### src/rtl/vga_timing_gen.sv
// 640x480@60 VGA raster timing: pixel-rate tick, beam counters, sync/blank decode, frame strobe.
// Optional macro VGA_PIPE_ALIGN_EN delays hsync/vsync/video_on by one pixel to match registered colour pipelines.
module vga_timing_gen #(
   parameter int CLK_DIV   = 4,
   parameter int H_VISIBLE = 640,
   parameter int H_FP      = 16,
   parameter int H_SYNC    = 96,
   parameter int H_BP      = 48,
   parameter int V_VISIBLE = 480,
   parameter int V_FP      = 10,
   parameter int V_SYNC    = 2,
   parameter int V_BP      = 33
) (
   input  logic       clk,
   input  logic       reset,
   output logic       p_tick,
   output logic [9:0] h_cnt,
   output logic [9:0] v_cnt,
   output logic       video_on,
   output logic       hsync,
   output logic       vsync,
   output logic       frame
);

   localparam int H_TOTAL = H_VISIBLE + H_FP + H_SYNC + H_BP;
   localparam int V_TOTAL = V_VISIBLE + V_FP + V_SYNC + V_BP;
   localparam int DIV_W   = (CLK_DIV > 1) ? $clog2(CLK_DIV) : 1;

   localparam logic [DIV_W-1:0] DIV_MAX  = DIV_W'(CLK_DIV - 1);
   localparam logic [9:0]       H_MAX    = 10'(H_TOTAL - 1);
   localparam logic [9:0]       V_MAX    = 10'(V_TOTAL - 1);
   localparam logic [9:0]       H_VIS    = 10'(H_VISIBLE);
   localparam logic [9:0]       V_VIS    = 10'(V_VISIBLE);
   localparam logic [9:0]       HS_START = 10'(H_VISIBLE + H_FP);
   localparam logic [9:0]       HS_END   = 10'(H_VISIBLE + H_FP + H_SYNC - 1);
   localparam logic [9:0]       VS_START = 10'(V_VISIBLE + V_FP);
   localparam logic [9:0]       VS_END   = 10'(V_VISIBLE + V_FP + V_SYNC - 1);

   logic [DIV_W-1:0] div;
   logic [DIV_W-1:0] div_next;
   logic             hsync_d;
   logic             vsync_d;
   logic             video_d;

   always_comb begin
      div_next = (div == DIV_MAX) ? '0 : div + 1'b1;
   end

   // p_tick is registered from the next divider value so it stays low while reset is held,
   // even when CLK_DIV=1 would otherwise make it constantly high.
   always_ff @(posedge clk) begin
      if (reset) begin
         div    <= '0;
         p_tick <= 1'b0;
         h_cnt  <= '0;
         v_cnt  <= '0;
      end else begin
         div    <= div_next;
         p_tick <= (div_next == DIV_MAX);
         if (p_tick) begin
            if (h_cnt == H_MAX) begin
               h_cnt <= '0;
               v_cnt <= (v_cnt == V_MAX) ? '0 : v_cnt + 10'd1;
            end else begin
               h_cnt <= h_cnt + 10'd1;
            end
         end
      end
   end

   always_comb begin
      hsync_d = ~((h_cnt >= HS_START) && (h_cnt <= HS_END));
      vsync_d = ~((v_cnt >= VS_START) && (v_cnt <= VS_END));
      video_d = (h_cnt < H_VIS) && (v_cnt < V_VIS);
      frame   = p_tick && (h_cnt == 10'd0) && (v_cnt == V_VIS);
   end

`ifdef VGA_PIPE_ALIGN_EN
   always_ff @(posedge clk) begin
      if (reset) begin
         hsync    <= 1'b1;
         vsync    <= 1'b1;
         video_on <= 1'b0;
      end else if (p_tick) begin
         hsync    <= hsync_d;
         vsync    <= vsync_d;
         video_on <= video_d;
      end
   end
`else
   always_comb begin
      hsync    = hsync_d;
      vsync    = vsync_d;
      video_on = video_d;
   end
`endif

endmodule
### config.mk
export PLATFORM = sky130hd
export DESIGN_NAME = vga_timing_gen
export DESIGN_NICKNAME = d
export VERILOG_FILES = /design/src/rtl/vga_timing_gen.sv
export SDC_FILE = /design/constraint.sdc
export NUM_CORES = 1
export LEC_CHECK = 0
export ABC_CLOCK_PERIOD_IN_PS = 2600
export CAP_MARGIN = 20
export CORE_MARGIN = 2
export CORE_UTILIZATION = 30
export DETAILED_ROUTE_END_ITERATION = 10
export SLEW_MARGIN = 20
export SYNTH_ARGS = -nofsm -noshare
export SYNTH_HDL_FRONTEND = slang
export SYNTH_SLANG_ARGS = --single-unit
### constraint.sdc
create_clock -name clk -period 2.6 [get_ports clk]
set_clock_uncertainty 0.05 [all_clocks]
set_input_delay 0.39 -clock clk [delete_from_list [all_inputs] [get_ports clk]]
set_output_delay 0.39 -clock clk [all_outputs]
set_load 0.02 [all_outputs]
=== Word level (Yosys, flattened, before mapping) ===
Index checks and enable logic that the tools add are counted.
W data, S select, Z words.

* Memory bits (writable): 0
* ROM bits: 0
* Register bits: 23
* Input port bits: 2
* Word-level logic and storage cells: 30
* Memories kept: 0
* Output and inout port bits: 25
* Bits in latches: 0

* Mux-type cells: 3
* Add/subtract/negate cells: 3
* Divide/modulo/power cells: 0
* Multipliers: 0
* Shift operators: 0
* Reductions and logical operators: 7
* Bitwise gates (word level): 2
* Equal/unequal tests: 5
* Magnitude comparators: 6

{| class="wikitable"
|+ Operators with widths
! kind !! number
|-
| $add A10 B1 Y10 const B || 2
|-
| $eq A10 B10 Y1 const B || 2
|-
| $mux W10 || 2
|-
| $eq A10 B9 Y1 const B || 1
|-
| $ge A10 B10 Y1 const B || 1
|-
| $ge A10 B9 Y1 const B || 1
|-
| $le A10 B10 Y1 const B || 1
|-
| $le A10 B9 Y1 const B || 1
|-
| $logic_not A10 Y1 || 1
|-
| $lt A10 B10 Y1 const B || 1
|-
| $lt A10 B9 Y1 const B || 1
|-
| $logic_and A1 B1 Y1 || 5
|-
| $eq A2 B2 Y1 const B || 2
|-
| $add A2 B1 Y2 const B || 1
|-
| $mux W2 || 1
|-
| $not A1 Y1 || 2
|-
| $reduce_and A2 Y1 || 1
|}

=== Logic depth before layout (Yosys ltp) ===
Gate-level depths: netlist of the first run.

* Depth after elaboration: 3
* Depth in mapped cells: 6
* Depth with buffers taken out: 6

=== Least setup slack after synthesis of the first run ===
OpenSTA, ideal clock, no wires.

* Path kind: register to output
* Start: reg v_cnt[5]
* End: out frame
* Cell stages (with the launch flop): 4
* Data required time: 2.160 ns
* Buffers on the path: 0
* Setup slack: 0.317 ns
* Arrival: 1.843 ns
* Cells stage by stage: dfxtp_1 -> nand4_1 -> or4_1 -> nor4_1

* Cells in the longest elaborated chain, start to end: 2

{| class="wikitable"
|+ Ends and longest elaborated chain
! item !! RTL line !! text
|-
| start: declaration || 18 || <nowiki>output logic [9:0] v_cnt,</nowiki>
|-
| start signal: assignment || 63 || <nowiki>v_cnt <= (v_cnt == V_MAX) ? '0 : v_cnt + 10'd1;</nowiki>
|-
| $eq A10 B9 Y1 || 75 || <nowiki>frame = p_tick && (h_cnt == 10'd0) && (v_cnt == V_VIS);</nowiki>
|-
| $logic_and A1 B1 Y1 || 75 ||
|-
| end: declaration || 22 || <nowiki>output logic frame</nowiki>
|}

Every way passes these cells.

=== Worst setup path in the final report of the first run ===
* Start: reg h_cnt[5]
* End: out hsync

* Cells in the longest elaborated chain, start to end: 3
* Elaborated cells between the ends (all ways): 4
* Those cells by class: order compare: 2; bitwise: 1; reduce/logical: 1

{| class="wikitable"
|+ Ends and longest elaborated chain
! item !! RTL line !! text
|-
| start: declaration || 17 || <nowiki>output logic [9:0] h_cnt,</nowiki>
|-
| start signal: assignment || 65 || <nowiki>h_cnt <= h_cnt + 10'd1;</nowiki>
|-
| $ge A10 B10 Y1 or $le A10 B10 Y1 (tied branches) || 72 || <nowiki>hsync_d = ~((h_cnt >= HS_START) && (h_cnt <= HS_END));</nowiki>
|-
| $logic_and A1 B1 Y1 (*) || 72 ||
|-
| $not A1 Y1 (*) || 72 ||
|-
| end: declaration || 20 || <nowiki>output logic hsync,</nowiki>
|}

Every way passes the cells marked *; elsewhere a longest branch is shown, timed or not.

==> metrics, run 1 <==
number of synthesized flops with an enable pin 0; Setup Crit Path Kind reg2out; reg2reg start h_cnt[0]$_SDFFE_PP0P_; Post-synth top flop dfxtp_1; status finished clean; area leader, netlist dfxtp_1; Tightest Pin Transition 0.6173 ns; critical path startpoint h_cnt[5]$_SDFFE_PP0P_; hold endpoint div[0]$_SDFF_PP0_; post-synth top area share a little over a third; Distinct cells, synth 42; core footprint 4029 sq um; logic gate share of total power around 4.7%; Antenna Nets Post-Route 0; crit path DAT 2.09 ns; minimum clock period between 2 and 3 ns; Seq pwr share 58.2%; chip width 69.10 um; sw frac 23.68%; DR vias/cell a little over 5; Synth-to-Final Area Change 31.00%; gr usage total a little over an eighth; vias in the first global route about 1,100; top cells by area, synth dfxtp_1 36%, ha_1 6.9%, nor2_1 5.3%; setup violators final 0; drt drc 0; RSZ-0062 raised after global routing no; Crit Path Max Fanout 9; total CTS buffers 3; flops & latches, synth 23; TritonCTS clock tree yes; Vias roughly 1,100; Hold Path Class reg2reg; Relative slew margins between 50% and 60%; Initial DRC Count 54; setup repair bufs after CTS 0; clock buffer depth 2; R2R Path End v_cnt[4]$_SDFFE_PP0P_; port buffer count 26; GR Overflow Total 0; fill count just over 400; syn_area_per_cell between 9 and 10 sq um; number of cell rows 23; Worst Setup End Kind output port; post-synthesis sequential area ratio between 30% and 40%; Die ar. 4774 sq um; peak supply drop ~0.00016 V; num ports 27; fraction of layout cells with a size suffix above 1 roughly 14%; Hold Path Origin div[0]$_SDFF_PP0_; ant diodes 0; GPL Wtd Cong slightly above 0.8; Synth Net Count 146; worst skew pair latency 0.27 ns; wirelength, routed 3.097 mm; Req. time, crit path ~2.2 ns; largest net degree at the start of global routing 14; clk slew on worst S/H paths about 0.090 ns; final setup TNS 0 ns; FMAX around 400 MHz; Final nets 180; initial antenna violation count 0; crit path launch type flop; worst reg-to-reg path cell count 5; Die Span Y between 60 and 70 um; ys async rst share 0%; Psw roughly 0.15 mW; Yosys Warn Count 0; Clock Tree Root clkbuf_8; Hold Path Cell Cnt 1; final period utilization a little over nine tenths; Final Hold Vio Count 0; Pint about 0.48 mW; estimated wirelength of the detail-placed design 2.349 mm; Worst R2R Setup Slack about 0.46 ns; Clock power frac between 30% and 40%; max cap viols 0; dpl cells around 220; drt first pass iters 4; htree depth 1; mapped cell area 1271 sq um; Slew Limit Fails 0; Pwr per Cell Area 376.8 nW/um^2; Pleak 0.6128 nW; clock sink total 23; Gate Count Post-Synth between 100 and 150; first-pass GRT wire length around 5.2 mm; Final Instance Count excl. Fillers between 200 and 250; post-DR wirelength/cell 14.08 um; Initial Utilization 31.55%
[metal layers]
metal,track usage (%),routed length (um)
met5,0,0
met4,4.139,36
met3,2.485,79
met2,20.94,1464
met1,18.03,1517
[cell families (layout without fill, tap and decap cells)]
| family | after synthesis | count (layout) | share of synthesized area, % |
|---|---|---|---|
| simple gates | 70 | 70 | 36.52 |
| flops | 23 | 23 | 36.22 |
| compound gates | 14 | 14 | 7.185 |
| xor+xnor | 13 | 13 | 8.957 |
| buf+inv | 9 | 42 | 3.445 |
| fa+ha+maj | 7 | 7 | 6.889 |
| mux | 1 | 1 | 0.7874 |
[worst max-delay path: stages, from the launching register on]
cell,delay [ns]
dfxtp_1,0.50
or3_2,0.19
or4b_2,0.57
clkdlybuf4s50_1,0.56
[layout make-up]
cell class	instances	area [sq um]	area share [%]
multi-input cells	105	767.0	46.06
flip-flops and latches	23	460.4	27.65
repair buffers	33	310.3	18.63
well taps	50	62.56	3.757
clock buffers	3	41.29	2.479
inverters	5	18.77	1.127
clock inverters	1	5.005	0.3005
[metrics by stage]
step	cell area (sq um)	setup WS [ns]	hold WS (ns)	total power [mW]	util, %
floorplan	1271	0.3170	0.3754	0.3922	-
CTS	1665	0.07586	0.4140	0.6390	41.34
global route	1665	0.01219	0.4321	0.6588	41.34
detailed placement	1622	0.2112	0.4010	0.4040	40.25
global placement	1622	0.1913	0.3829	0.4021	40.25
finish	1665	0.07255	0.4108	0.6276	41.34
[Yosys cell counts, types with 3 or more instances]
master / count
dfxtp_1: 23
nor2_1: 18
nand3_1: 9
ha_1: 7
xor2_1: 7
xnor2_1: 6
inv_1: 5
nand2_1: 5
or4_1: 5
a21oi_1: 4
nand4_1: 4
nor4_1: 4
nand2b_1: 3
o21ai_0: 3
[how the worst max path moves through the flow]
stage	slack (ns)	depth (start not counted)	end
6_report	0.07	3	hsync
5_1_grt	0.01	3	hsync
4_1_cts	0.08	3	hsync
3_5_place_dp	0.21	4	frame
3_3_place_gp	0.19	4	frame
2_1_floorplan	0.32	3	frame
[layout by cell type, fill, tap and decap left out, types with 2 or more instances in the layout]
| master | n |
|---|---|
| dfxtp_1 | 23 |
| nor2_1 | 18 |
| and4_1 | 2 |
| o31ai_1 | 2 |
| buf_4 | 7 |
| nand2b_1 | 3 |
| nand4_1 | 4 |
| xor2_1 | 7 |
| or4_1 | 5 |
| dlygate4sd2_1 | 2 |
| nor3_1 | 2 |
| or2_2 | 2 |
| nand3_1 | 9 |
| clkbuf_8 | 3 |
| ha_1 | 7 |
| nor4_1 | 4 |
| o21ai_0 | 3 |
| inv_1 | 5 |
| nand4_4 | 2 |
| clkdlybuf4s50_1 | 24 |
| a21oi_1 | 4 |
| nand2_1 | 5 |
| xnor2_1 | 6 |
[sequential cells by signal, indices dropped and copies added, names as in the netlist]
signal / flops
p_tick: 1
v_cnt: 10
div: 2
h_cnt: 10
[power groups by stage]
stage,Clock (mW),Combinational [mW],Sequential [mW]
floorplan,0,0.0187,0.373
global placement,0,0.0288,0.373
detailed placement,0,0.0298,0.374
CTS,0.243,0.0300,0.366
global route,0.258,0.0336,0.367
finish,0.233,0.0292,0.366
[repair_timing]
action | in CTS | in global routing
hold buffers | 0 | 0
resized for setup | 2 | 0
endpoints found under the setup margin | 2 | 0
Power figures use the tool's default switching activity.
==> run 2: changes to the inputs <==
--- a/config.mk
+++ b/config.mk
@@ -10,7 +10,9 @@
 export CORE_MARGIN = 2
 export CORE_UTILIZATION = 30
 export DETAILED_ROUTE_END_ITERATION = 10
+export REMOVE_ABC_BUFFERS = 1
 export SLEW_MARGIN = 20
 export SYNTH_ARGS = -nofsm -noshare
 export SYNTH_HDL_FRONTEND = slang
 export SYNTH_SLANG_ARGS = --single-unit
+export TNS_END_PERCENT = 100
==> run 2 against run 1 <==
Compared with the run above: utilization rose by 0.19 points; flip-flop and latch count did not move; clock power rose by 2%; register-to-register slack improved by 0.06 ns; cell count rose by 0.45%; highest routed layer unchanged.
==> metrics, run 2 (synthesis gave the netlist of run 1 again) <==
reg2reg start h_cnt[1]$_SDFFE_PP0P_; Pint roughly 0.48 mW; Hold Path Origin div[0]$_SDFF_PP0_; vias in the first global route a little over 1,000; Pleak around 0.62 nW; sw frac 24.15%; Die Span Y a little under 70 um; initial antenna violation count 0; Setup Crit Path Kind reg2out; ant diodes 0; Slew Limit Fails 0; fill count between 400 and 500; critical path startpoint h_cnt[5]$_SDFFE_PP0P_; Final nets between 150 and 200; first-pass GRT wire length approximately 5.2 mm; num ports 27; Antenna Nets Post-Route 0; Fin Hold WS ~0.40 ns; htree depth 1; Clock power frac a little under two fifths; Final Hold Vio Count 0; Tightest Pin Transition about 0.67 ns; CTS-repair resized insts 2; port buffer count 26; minimum clock period roughly 2.5 ns; final period utilization 97.24%; Worst Setup End Kind output port; final setup TNS 0 ns; Initial Utilization about a third; CP bufs+invs 1; Crit Path Max Fanout 9; # hold bufs at CTS 0; area taken by multi-input logic gates 767.0 sq um; Req. time, crit path 2.16 ns; Hold Path Cell Cnt 1; hold endpoint div[0]$_SDFF_PP0_; total CTS buffers 3; Relative slew margins between 50% and 60%; wirelength, routed approximately 3.1 mm; Vias around 1,100; largest net degree at the start of global routing 14; setup violators final 0; Hold Path Class reg2reg; Die ar. approximately 4800 sq um; pre-CTS WS a little under 0.2 ns; crit path launch type flop; worst reg-to-reg path cell count 5; FMAX 395.5 MHz; chip width just under 70 um; register area 460.4 sq um; critical path's top delay family simple AND/OR/NAND/NOR gates; most common cell after layout, fill and taps aside clkdlybuf4s50_1; estimated wirelength of the detail-placed design 2.324 mm; TritonCTS clock tree yes; dpl cell area 1629 sq um; dpl cells approximately 220; drt drc 0; R2R Path End v_cnt[6]$_SDFFE_PP0P_; peak supply drop 0.0002004 V; Final Instance Count excl. Fillers around 220; max cap viols 0; core footprint ~4000 sq um; fraction of layout cells with a size suffix above 1 ~14%; Design Area, Final 1673 sq um; Psw approximately 0.15 mW; worst skew pair latency around 0.28 ns; Setup WS post-layout slightly above 0.07 ns; DR vias/cell just over 5; setup repair bufs after CTS 0; Top Registers h_cnt (10), v_cnt (10), div (2); met2 GRT Util ~21%; critical-path cell list or3_2 -> or4b_2 -> clkdlybuf4s50_1; logic gate share of total power 4.6%; clock buffer depth 2; GRT busiest layer met2; drt first pass iters 4; status finished clean; Worst path slowest cell or4b_2; clk slew on worst S/H paths approximately 0.09 ns; gr usage total 13.29%; clock sink total 23; GR Overflow Total 0; met3 GRT Util between 2 and 3%; Synth-to-Final Area Change 31.59%; Pwr per Cell Area between 300 and 400 nW/um^2; max incr delay on CP roughly 0.58 ns; Worst R2R Setup Slack 0.52 ns; RSZ-0062 raised after global routing no; Clock Tree Root clkbuf_8; Seq pwr share 57.9%; GR Layer Usage met1 17.36%; Initial DRC Count 23; crit path DAT approximately 2.1 ns; most frequent cells in the layout 24 x clkdlybuf4s50_1, 23 x dfxtp_1, 18 x nor2_1, 9 x nand3_1, 8 x buf_4; GPL Wtd Cong 0.8070; number of cell rows 23; post-DR wirelength/cell about 14 um
==> run 2: worst max path at each step <==
stage                  to  depth (start not counted)  slack (ns)
global route        hsync                          3        0.01
detailed placement  frame                          4        0.19
global placement    frame                          4        0.20
CTS                 hsync                          3        0.06
finish              hsync                          3        0.07
floorplan           frame                          3        0.32
==> run 2: layer usage <==
layer	part of all wire, %	vias up
met5	0	-
met4	1.4	0
met3	4.2	3
met2	48	23
met1	46	539
li1	-	568
==> run 2: final cells by class <==
cell class,count,area share [%]
Sequential cell,23,27.52
Clock inverter,1,0.2992
Timing Repair Buffer,34,19.00
Tap cell,50,3.740
Clock buffer,3,2.468
Inverter,5,1.122
Multi-Input combinational cell,105,45.85
==> run 2: power groups by stage <==
stage | Sequential [mW] | Clock, mW | Combinational (mW)
global route | 0.367 | 0.258 | 0.0327
finish | 0.366 | 0.237 | 0.0289
CTS | 0.366 | 0.249 | 0.0298
detailed placement | 0.374 | 0 | 0.0297
floorplan | 0.375 | 0 | 0.0145
global placement | 0.373 | 0 | 0.0289
==> run 2: metrics by stage <==
stage,power [mW],util (%)
6_report,0.6320,41.52
5_1_grt,0.6583,41.52
4_1_cts,0.6449,41.52
3_5_place_dp,0.4040,40.43
3_3_place_gp,0.4022,40.43
2_1_floorplan,0.3897,-
